$ cat src/rtl/uart_pkg.sv
// Shared definitions for the parametrised UART transmitter.
// Parity modes, FSM state encoding and bit-period helper.
package uart_pkg;

  localparam int PARITY_NONE = 0;
  localparam int PARITY_ODD  = 1;
  localparam int PARITY_EVEN = 2;

  typedef enum logic [2:0] {
    IDLE,
    START,
    DATA,
    PAR,
    STOP
  } tx_state_t;

  function automatic int calc_bit_period(
    input int clk_freq,
    input int baud_rate
  );
    return clk_freq / baud_rate;
  endfunction

endpackage

$ cat src/rtl/uart_bit_timer.sv
// Free-running bit-period counter with synchronous clear.
// bit_end is high on the last cycle of each bit period.
module uart_bit_timer #(
  parameter int BIT_PERIOD = 16
) (
  input  logic clk,
  input  logic rst,
  input  logic clear,
  output logic bit_end
);

  localparam int W = (BIT_PERIOD > 1) ? $clog2(BIT_PERIOD) : 1;
  localparam logic [W-1:0] LAST = W'(BIT_PERIOD - 1);

  logic [W-1:0] count;

  assign bit_end = (count == LAST);

  always_ff @(posedge clk or posedge rst) begin
    if (rst)
      count <= '0;
    else if (clear || bit_end)
      count <= '0;
    else
      count <= count + 1'b1;
  end

endmodule

$ cat src/rtl/uart_tx_frame.sv
// UART transmitter with configurable data/parity/stop and a
// one-entry holding register for back-to-back frames.
module uart_tx_frame #(
  parameter int CLK_FREQ  = 100000000,
  parameter int BAUD_RATE = 9600,
  parameter int DATA_BITS = 8,
  parameter int PARITY    = 0,
  parameter int STOP_BITS = 1
) (
  input  logic                 clk,
  input  logic                 rst,
  input  logic [DATA_BITS-1:0] in_data,
  input  logic                 in_valid,
  output logic                 in_ready,
  output logic                 tx,
  output logic                 tx_busy,
  output logic                 frame_done
);

  import uart_pkg::*;

  localparam int BIT_PERIOD = calc_bit_period(CLK_FREQ, BAUD_RATE);
  localparam logic [3:0] LAST_DATA = 4'(DATA_BITS - 1);
  localparam logic [3:0] LAST_STOP = 4'(STOP_BITS - 1);

  if (DATA_BITS < 5 || DATA_BITS > 9 ||
      PARITY < 0 || PARITY > 2 ||
      STOP_BITS < 1 || STOP_BITS > 2 ||
      BIT_PERIOD < 2) begin : g_bad_param
    $error("uart_tx_frame: illegal parameter set");
  end

  tx_state_t            state;
  logic [DATA_BITS-1:0] hold_data;
  logic [DATA_BITS-1:0] shifter;
  logic                 hold_full;
  logic                 par_bit;
  logic                 load_par;
  logic                 bit_end;
  logic [3:0]           bit_cnt;
  logic                 accept;

  assign accept   = in_valid && in_ready;
  assign tx_busy  = (state != IDLE);
  assign load_par = (PARITY == PARITY_ODD) ? ~^hold_data : ^hold_data;

  // Timer idles at zero so START always gets a full bit period.
  uart_bit_timer #(
    .BIT_PERIOD(BIT_PERIOD)
  ) u_timer (
    .clk    (clk),
    .rst    (rst),
    .clear  (state == IDLE),
    .bit_end(bit_end)
  );

  always_ff @(posedge clk or posedge rst) begin
    if (rst) begin
      state      <= IDLE;
      tx         <= 1'b1;
      in_ready   <= 1'b1;
      frame_done <= 1'b0;
      hold_full  <= 1'b0;
      hold_data  <= '0;
      shifter    <= '0;
      par_bit    <= 1'b0;
      bit_cnt    <= '0;
    end else begin
      frame_done <= 1'b0;
      if (accept) begin
        hold_data <= in_data;
        hold_full <= 1'b1;
        in_ready  <= 1'b0;
      end
      unique case (state)
        IDLE: begin
          if (hold_full) begin
            shifter   <= hold_data;
            par_bit   <= load_par;
            hold_full <= 1'b0;
            in_ready  <= 1'b1;
            state     <= START;
            tx        <= 1'b0;
          end
        end
        START: begin
          if (bit_end) begin
            state   <= DATA;
            tx      <= shifter[0];
            bit_cnt <= '0;
          end
        end
        DATA: begin
          if (bit_end) begin
            if (bit_cnt == LAST_DATA) begin
              bit_cnt <= '0;
              if (PARITY != PARITY_NONE) begin
                state <= PAR;
                tx    <= par_bit;
              end else begin
                state <= STOP;
                tx    <= 1'b1;
              end
            end else begin
              bit_cnt <= bit_cnt + 1'b1;
              tx      <= shifter[1];
              shifter <= shifter >> 1;
            end
          end
        end
        PAR: begin
          if (bit_end) begin
            state <= STOP;
            tx    <= 1'b1;
          end
        end
        STOP: begin
          if (bit_end) begin
            if (bit_cnt == LAST_STOP) begin
              frame_done <= 1'b1;
              bit_cnt    <= '0;
              // Held word goes straight out: no idle cycle between frames.
              if (hold_full) begin
                shifter   <= hold_data;
                par_bit   <= load_par;
                hold_full <= 1'b0;
                in_ready  <= 1'b1;
                state     <= START;
                tx        <= 1'b0;
              end else begin
                state <= IDLE;
              end
            end else begin
              bit_cnt <= bit_cnt + 1'b1;
            end
          end
        end
        default: state <= IDLE;
      endcase
    end
  end

endmodule

$ cat config.mk
export PLATFORM = sky130hd
export DESIGN_NAME = uart_tx_frame
export DESIGN_NICKNAME = d
export VERILOG_FILES = /design/src/rtl/uart_pkg.sv /design/src/rtl/uart_bit_timer.sv /design/src/rtl/uart_tx_frame.sv
export SDC_FILE = /design/constraint.sdc
export NUM_CORES = 1
export LEC_CHECK = 0
export CAP_MARGIN = 40
export CORE_MARGIN = 2
export CORE_UTILIZATION = 42
export DETAILED_ROUTE_END_ITERATION = 10
export PLACE_DENSITY_LB_ADDON = 0.15
export SLEW_MARGIN = 20
export SYNTH_ARGS = -nofsm -noshare
export SYNTH_HDL_FRONTEND = slang
export SYNTH_SLANG_ARGS = --single-unit
$ cat constraint.sdc
create_clock -name clk -period 2.78 [get_ports clk]
set_clock_uncertainty 0.1 [all_clocks]
set_input_delay 0.556 -clock clk [delete_from_list [all_inputs] [get_ports clk]]
set_output_delay 0.556 -clock clk [all_outputs]
set_load 0.05 [all_outputs]
Yosys cells after proc, flatten, opt, wreduce, memory -nomap -nowiden
Index checks and enable logic that the tools add are counted.

Bits in latches: 0. Bits in writable memories: 0. Output and inout bits: 4. Input bits: 11. Memories: 0. Logic and storage cells: 80. ROM bits: 0. Register bits: 41.

Mux-type cells: 43. Divide/modulo/power cells: 0. $mul: 0. Equal/unequal tests: 14. Bitwise operators: 0. $lt $le $gt $ge: 0. Shift-type cells: 0. Reduce and logical (&&, ||, !) cells: 12. $add $sub $neg: 2.

Operator list (number): 2-to-1 mux 8 bit (5); case mux 8 bit (3 select lines) (1); 2-to-1 mux 3 bit (7); 2-to-1 mux 4 bit (5); 2-to-1 mux 1 bit (19); case mux 3 bit (5 select lines) (1); adder 14 x 1 -> 14 bit (second input constant) (1); == test 14 bit (second input constant) (1); 2-to-1 mux 14 bit (1); case mux 4 bit (3 select lines) (1); nonzero test 3 bit (3); != test 2 x 1 -> 1 bit (second input constant) (4); != test 2 bit (second input constant) (4); AND reduction 7 bit (1); == test 3 x 2 -> 1 bit (second input constant) (2); AND reduction 6 bit (1); case mux 1 bit (5 select lines) (1); AND reduction 5 bit (1); nonzero test 5 bit (1); adder 4 x 1 -> 4 bit (second input constant) (1); == test 4 x 3 -> 1 bit (second input constant) (1); logical NOT 4 bit (1); case mux 1 bit (2 select lines) (2); AND reduction 4 bit (1); 5 further kinds (5).

Longest topological paths before layout
Gate-level depths: netlist (run 1).

Depth after elaboration: 6. Mapped depth: 7. Gate-level depth less buffers: 6.

Modules after synthesis
Synthesis (run 1) repeated with hierarchy kept, for this count alone.

Cell total of the unflattened synthesis: 188. Area, all modules: 2152.1 um^2.

Modules (own cells, without submodules): uart_tx_frame (cells each 117, times used 1, area each 1418.9 um^2, sequential area each 678.2 um^2); uart_bit_timer (cells each 71, times used 1, area each 733.2 um^2, sequential area each 350.3 um^2).

Least setup slack after synthesis (run 1)
OpenSTA, ideal clock, no wires.

Path type: register to register. Start: register u_timer.count[0]. End: register shifter[0]. Library setup time: 0.125 ns. Period minus slack after synthesis: 2.048 ns. Path slack: 0.732 ns. Cell stages (with the launch flop): 6. Arrival: 1.824 ns. Path through: dfrtp_1 ha_1 and4_1 nand4_2 a221oi_4 mux2_2.

Word-level cells in the longest chain between the ends: 3. Elaborated cells between the ends (all ways): 4. Classes of those cells: eq/ne: 3; reduce/logical: 1.

RTL lines: start, declared (RTL line uart_bit_timer.sv:15) `logic [W-1:0] count;`; start signal, assigned (RTL line uart_bit_timer.sv:25) `count <= count + 1'b1;`; == test 14 bit * (RTL line uart_bit_timer.sv:17) `assign bit_end = (count == LAST);`; != test 2 x 1 -> 1 bit (no source line); AND reduction 5 bit (no source line) *; end signal, assigned (RTL line uart_tx_frame.sv:78) `shifter <= hold_data;`; end signal, assigned (RTL line uart_tx_frame.sv:107) `shifter <= shifter >> 1;`; end signal, assigned (RTL line uart_tx_frame.sv:124) `shifter <= hold_data;`; end, declared (RTL line uart_tx_frame.sv:35) `logic [DATA_BITS-1:0] shifter;`.

Mark *: on every way between the ends. The rest lies on a longest branch, timed or not. A chain may end at the register's enable or synchronous reset.

Worst setup path in the final report (run 1)
Start: register state[2]. End: output tx_busy.

Word-level cells in the longest chain between the ends: 1.

RTL lines: start, declared (RTL line uart_tx_frame.sv:33) `tx_state_t state;`; start signal, assigned (RTL line uart_tx_frame.sv:59) `state <= IDLE;`; start signal, assigned (RTL line uart_tx_frame.sv:82) `state <= START;`; start signal, assigned (RTL line uart_tx_frame.sv:88) `state <= DATA;`; nonzero test 3 bit (RTL line uart_tx_frame.sv:44) `assign tx_busy = (state != IDLE);`; end, declared (RTL line uart_tx_frame.sv:16) `output logic tx_busy,`.

No other way between the ends.

==> reports/qor_table.md, run 1 <==
| Quantity | This run |
|:---|:---|
| Sink Count | 41 |
| Width of the die | 74.3 µm |
| Outcome | finished, final reports clean |
| Mapped Avg Cell Area | 11.2 µm² |
| Number of antenna violations at the first check in global routing | 0 |
| Worst EP arrival | 2.00 ns |
| Number of hold buffers added after cts | 0 |
| Share of the cycle needed by the critical path after routing | 95.5% |
| Post-route cell area | 2380 µm² |
| Effective utilization at floorplan | 43.6% |
| Global-route wire length before repair | 6680 µm |
| Cell count after placement | 263 |
| Number of ports placed on the die boundary | 15 |
| Hold Path Origin | u_timer.count[0] |
| Vias/cell | 5.37 |
| Number of vias after detailed routing | 1,454 |
| CP required | 2.12 ns |
| Worst min-delay path endpoint | u_timer.count[0] |
| Hpwl dp | 2760 µm |
| Antenna Nets Post-Route | 0 |
| Source-to-sink clock delay at the later pin of the worst-skew pair | 0.29 ns |
| Share of flip-flops with an asynchronous set or reset after synthesis | 100% |
| Synth warn | 0 |
| Core area | 4750 µm² |
| Die area | 5510 µm² |
| Count of inserted antenna diode cells | 0 |
| Worst R2R Start | u_timer.count[0] |
| Peak supply drop | 0.000274 V |
| # fillers | 447 |
| Pin count of the biggest net entering global routing | 42 |
| Series of cell instances along the critical path | or3_1, clkdlybuf4s50_1 |
| Drt wl/cell | 14.2 µm |
| Fmax | 0.377 GHz |
| Family of cells with the greatest summed delay on the critical path | buffers and inverters |
| Slowest cell on crit path | clkdlybuf4s50_1 |
| Number of nets in the layout | 217 |
| Highest cell delay on the worst timing path | 0.72 ns |
| Setup TNS after final layout | 0 ns |
| Final routed DRC violation total | 0 |
| Clock root buffer master | clkbuf_8 |
| Post-Synthesis Cells | 185 |
| Area of combinational cells with multiple inputs | 988 µm² |
| Placed instance area | 2290 µm² |
| Number of enable flip-flop cells after synthesis | 0 |
| Reg-to-reg critical path endpoint | shifter[5] |
| Setup slack at placement | 0.450 ns |
| Drt total wl | 3840 µm |
| Tightest slew margin relative to the limit | 65.7% |
| Number of global-route vias before repair | 1,435 |
| Clock tree from TritonCTS | done |
| Worst Hold Margin | 0.393 ns |
| Classification of the worst-slack hold path | reg2reg |
| Vertical die dimension | 74.3 µm |
| Setup repair after global routing missed its margin | false |
| Number of I/O port buffers | 14 |
| FF+latch count, synth | 41 |
| Logic depth of the worst register-to-register path | 5 |
| Final hold violation count | 0 |
| Footprint of the flip-flops and latches | 1030 µm² |
| Worst Setup Start Kind | flip-flop |
| # resized after CTS | 0 |
| GRT Util Overall | 16.0% |
| Highest fanout seen on the critical path | 14 |
| Minimum clock period after layout | 2.65 ns |
| Setup slack, reg-to-reg | 0.53 ns |
| Finish-stage setup viols | 0 |
| Initial DRC Count | 66 |
| Netlist area before placement | 2070 µm² |
| First-pass DRT Iterations | 5 |
| Total grt overflow | 0 |
| Number of buffers added by the clock tree synthesis step | 5 |
| Clock buffer depth | 2 |
| Site Rows | 25 |
| Buf/Inv on CP | 1 |
| Overall power after layout | 0.994 mW |
| Pwr dens | 419 nW/µm² |
| Setup slack of the critical path after layout | 0.126 ns |
| Clk pin slew, worst setup/hold paths | 0.08 ns |
| Max-slew violations | 0 |
| Gpl congestion | 0.812 |
| Syn nets | 199 |
| Setup Crit Path Kind | reg2out |
| Max-capacitance violation count | 0 |
| Share of post-route cells with drive strength above 1 | 21.1% |
| Synthesis-to-finish area growth | 14.6% |
| Utilization after layout | 50.0% |
| Pin slew with the least headroom to its limit | 0.514 ns |
| Main synth FF type | dfrtp_1 |
| Leak Pwr | 1.04 nW |
| Buffers inserted during post-CTS setup optimization | 0 |
| Instance count along the most critical hold path | 1 |
| Critical path endpoint category | output pin |
| Maximum level of the CTS H-tree | 2 |
| Number of distinct library cell variants in the gate-level netlist after synthesis | 44 |
| Portion of the post-synthesis area used by sequential elements | 49.6% |
| Non-filler instance count after layout | 271 |
-- cells in the mapped netlist (all sizes together), types with 2 or more instances --
cell type | n | area, µm²
dfrtp | 39 | 976
mux2 | 24 | 270
nor2 | 14 | 52.6
nand2 | 9 | 33.8
xor2 | 8 | 70.1
a21oi | 7 | 35.0
o21ai | 7 | 35.0
inv | 6 | 22.5
nand3 | 6 | 30.0
nand4 | 5 | 37.5
or3 | 5 | 31.3
buf | 4 | 22.5
nor2b | 4 | 25.0
clkbuf | 3 | 11.3
ha | 3 | 37.5
nor3b | 3 | 22.5
o31ai | 3 | 22.5
or4 | 3 | 22.5
a221oi | 2 | 35.0
a31oi | 2 | 12.5
and3 | 2 | 12.5
and4 | 2 | 17.5
dfstp | 2 | 52.6
nand2b | 2 | 12.5
nor3 | 2 | 10.0
or3b | 2 | 17.5
xnor2 | 2 | 17.5
-- power breakdown --
part           internal (mW)  total, mW  switching (mW)
combinational         0.0133     0.0266          0.0133
sequential             0.596      0.596               0
clock                  0.174      0.372           0.198
total                  0.783      0.994           0.211
-- worst max path at each step --
stage,end,slack (ns),start,depth (start not counted)
floorplan,shifter[0],0.73,u_timer.count[0],5
global placement,tx_busy,0.48,state[0],2
detailed placement,tx_busy,0.45,state[0],2
CTS,tx_busy,0.13,state[2],2
global route,tx_busy,0.05,state[0],2
finish,tx_busy,0.13,state[2],2
-- sequential cells by signal, indices dropped and copies added, names as in the netlist --
name and count:
u_timer.count 14, hold_data 8, shifter 8, bit_cnt 4, state 3, frame_done 1
hold_full 1, in_ready 1, tx 1
-- cells in the final DEF (no fill, tap or decap), types with 2 or more instances in the layout --
master           count
a21oi_1              7
a31oi_1              2
and3_1               2
and4_1               2
buf_4                4
clkbuf_8             5
clkdlybuf4s50_1     14
clkinv_2             2
dfrtp_1             39
dfstp_2              2
ha_1                 3
inv_1                6
mux2_2              24
nand2_1              9
nand2b_1             2
nand3_1              6
nand4_1              4
nor2_1              14
nor2b_1              4
nor3_1               2
nor3b_1              3
o21ai_0              7
o31ai_1              3
or3_1                5
or3b_2               2
or4_1                3
xnor2_1              2
xor2_1               8
-- cells by family after synthesis --
group / after synthesis / share of synthesized area (%)
compound gates: 28 / 9.42
xor+xnor: 10 / 4.22
fa+ha+maj: 3 / 1.81
buf+inv: 13 / 2.72
flops: 41 / 49.6
mux: 25 / 13.5
simple gates: 65 / 18.7
-- cell type report --
cell class	count	share of cell area, %
flip-flops and latches	41	43.3
multi-input cells	131	41.6
repair buffers	18	7.16
well taps	67	3.53
clock buffers	6	3.05
inverters	6	0.948
clock inverters	2	0.421
-- worst reg2reg max path, stage by stage (launching register included) --
cell	delay [ns]
dfrtp_1	0.39
ha_1	0.21
and4_1	0.30
nand4_2	0.17
a221oi_4	0.55
mux2_2	0.40
-- layer usage --
metal	vias to the layer above	GRT usage (%)	wire (µm)
li1	700	-	-
met1	729	19.4	1690
met2	16	26.7	1970
met3	9	4.47	106
met4	0	7.14	78
met5	-	0	0
Power figures use the tool's default switching activity.
==> run 2: changes to the inputs <==
--- a/config.mk
+++ b/config.mk
@@ -6,10 +6,12 @@
 export NUM_CORES = 1
 export LEC_CHECK = 0
 export CAP_MARGIN = 40
-export CORE_MARGIN = 2
+export CORE_MARGIN = 5
 export CORE_UTILIZATION = 42
 export DETAILED_ROUTE_END_ITERATION = 10
+export GPL_TIMING_DRIVEN = 0
 export PLACE_DENSITY_LB_ADDON = 0.15
+export REMOVE_ABC_BUFFERS = 1
 export SLEW_MARGIN = 20
 export SYNTH_ARGS = -nofsm -noshare
 export SYNTH_HDL_FRONTEND = slang
==> run 2 against run 1 <==
- sequential power barely moved
- critical endpoint unchanged
- largest power group unchanged
- register-to-register slack got worse by 0.34 ns
- die area is 17% higher
- highest routed layer unchanged
- total power increased by 11%
==> reports/qor_table.md, run 2 (synthesized netlist as in run 1, its figures left out) <==
| Quantity | This run | Change |
|:---|:---|:---|
| # fillers | 441 | -1.3% |
| Slowest cell on crit path | clkdlybuf4s50_1 |  |
| Share of the cycle needed by the critical path after routing | 96.2% | +0.69 points |
| Worst R2R Start | u_timer.count[0] |  |
| Final hold violation count | 0 | unchanged |
| Largest registers | u_timer.count x14, hold_data x8, shifter x8 |  |
| Leak Pwr | 1.05 nW | +1.2% |
| Site Rows | 25 | unchanged |
| Maximum level of the CTS H-tree | 2 | unchanged |
| Setup repair after global routing missed its margin | false |  |
| Number of nets in the layout | 215 | -0.92% |
| Buffers inserted during post-CTS setup optimization | 0 | unchanged |
| Cell count after placement | 261 | -0.76% |
| Global-route wire length before repair | 6600 µm | -1.2% |
| Number of vias after detailed routing | 1,488 | +2.3% |
| Peak supply drop | 0.000386 V | +41% |
| Antenna Nets Post-Route | 0 | unchanged |
| Setup Crit Path Kind | reg2out |  |
| Core area | 4750 µm² | unchanged |
| Clock tree from TritonCTS | done |  |
| Setup slack at placement | 0.166 ns | -0.284 ns |
| Clk pin slew, worst setup/hold paths | 0.08 ns | about the same |
| GRT Util Overall | 13.2% | -2.8 points |
| Flip-flop count of the largest register after layout | 14 | unchanged |
| Worst Hold Margin | 0.382 ns | -0.0111 ns |
| Minimum clock period after layout | 2.67 ns | +0.0193 ns |
| Effective utilization at floorplan | 43.6% | unchanged |
| Number of global-route vias before repair | 1,521 | +6.0% |
| Share of post-route cells with drive strength above 1 | 21.8% | +0.70 points |
| Finish-stage setup viols | 0 | unchanged |
| Footprint of the flip-flops and latches | 1030 µm² | unchanged |
| Overall power after layout | 1.11 mW | +11% |
| Most common library cell in the layout ignoring fill and taps | dfrtp_1 |  |
| Setup TNS after final layout | 0 ns | unchanged |
| Worst Setup Start Kind | flip-flop |  |
| Hold Path Origin | u_timer.count[0] |  |
| Logic depth of the worst register-to-register path | 5 | unchanged |
| Setup slack of the critical path after layout | 0.107 ns | -0.0193 ns |
| Number of ports placed on the die boundary | 15 | unchanged |
| Total grt overflow | 0 | unchanged |
| Synthesis-to-finish area growth | 16.7% |  |
| Vertical die dimension | 80.3 µm | +8.1% |
| Initial DRC Count | 21 | -68% |
| Number of buffers added by the clock tree synthesis step | 5 | unchanged |
| Width of the die | 80.3 µm | +8.1% |
| Count of inserted antenna diode cells | 0 | unchanged |
| Pin slew with the least headroom to its limit | 0.522 ns | +0.00774 ns |
| Source-to-sink clock delay at the later pin of the worst-skew pair | 0.29 ns | about the same |
| CP required | 2.12 ns | about the same |
| Highest fanout seen on the critical path | 13 | -1 |
| Highest cell delay on the worst timing path | 0.73 ns | about the same |
| Number of antenna violations at the first check in global routing | 0 | unchanged |
| Worst EP arrival | 2.02 ns | +0.02 ns |
| Pwr dens | 457 nW/µm² | +9.3% |
| Fmax | 0.374 GHz | -0.72% |
| Worst min-delay path endpoint | u_timer.count[0] |  |
| Critical path endpoint category | output pin |  |
| Drt total wl | 3800 µm | -0.96% |
| Max-capacitance violation count | 0 | unchanged |
| Gpl congestion | 0.819 | +0.82% |
| Classification of the worst-slack hold path | reg2reg |  |
| Top reg by flops | u_timer.count |  |
| Number of I/O port buffers | 14 | unchanged |
| Met2 Track Usage GR | 23.6% | -3.1 points |
| Area of combinational cells with multiple inputs | 993 µm² | +0.51% |
| Hpwl dp | 2750 µm | -0.65% |
| Instance count along the most critical hold path | 1 | unchanged |
| # resized after CTS | 0 | unchanged |
| Grt met1 use | 14.5% | -4.9 points |
| Busiest metal layer after global routing | met2 |  |
| Max-slew violations | 0 | unchanged |
| Series of cell instances along the critical path | or3_1, clkdlybuf4s50_1 |  |
| Tightest slew margin relative to the limit | 65.2% | -0.52 points |
| First-pass DRT Iterations | 4 | -1 |
| Drt wl/cell | 14.1 µm | -0.23% |
| Placed instance area | 2300 µm² | +0.44% |
| Setup slack, reg-to-reg | 0.19 ns | -0.34 ns |
| Utilization after layout | 50.9% | +0.89 points |
| GR Util met3 | 3.81% | -0.66 points |
| Clock buffer depth | 2 | unchanged |
| Die area | 6440 µm² | +17% |
| Leading cell types in the layout, fill and taps excluded | dfrtp_1, mux2_2, nor2_1, clkdlybuf4s50_1, nand2_1 |  |
| Sink Count | 41 | unchanged |
| Number of hold buffers added after cts | 0 | unchanged |
| Non-filler instance count after layout | 269 | -0.74% |
| Post-route cell area | 2420 µm² | +1.8% |
| Reg-to-reg critical path endpoint | shifter[5] |  |
| Clock root buffer master | clkbuf_8 |  |
| Vias/cell | 5.53 | +3.1% |
| Pin count of the biggest net entering global routing | 24 | -43% |
| Outcome | finished, final reports clean |  |
| Final routed DRC violation total | 0 | unchanged |
[run 2: power breakdown]
group | leakage [nW] | switching (mW) | internal (mW)
registers | 0.566 | 0 | 0.596
logic | 0.431 | 0.0140 | 0.0164
clock network | 0.0543 | 0.211 | 0.269
[run 2: cell type report]
type	count	share of cell area (%)
Clock buffer	5	2.85
Clock inverter	3	1.91
Inverter	6	0.931
Multi-Input combinational cell	131	41.1
Sequential cell	41	42.5
Tap cell	67	3.47
Timing Repair Buffer	16	7.24
[run 2: worst max-delay path, delay by kind of cell, from the launching register on]
kind	cells	cell delay [ns]
flip-flops	1	0.52
AND/OR/NAND/NOR	1	0.48
buffers and inverters	1	0.73
[run 2: worst max path at each step]
stage               depth (start not counted)  slack (ns)        startpoint          to
finish                                      2        0.11          state[0]     tx_busy
global route                                2        0.05          state[0]     tx_busy
CTS                                         2        0.11          state[0]     tx_busy
detailed placement                          5        0.17  u_timer.count[0]  shifter[5]
global placement                            4       -0.58          state[2]  shifter[5]
floorplan                                   4        0.19          state[0]  shifter[0]
[run 2: routing by layer]
layer | share of wire (%) | up-vias | wire (µm)
met4 | 1.5 | 0 | 57
met2 | 52 | 40 | 1990
met5 | 0 | - | 0
li1 | - | 697 | -
met3 | 4.7 | 6 | 177
met1 | 41 | 745 | 1580
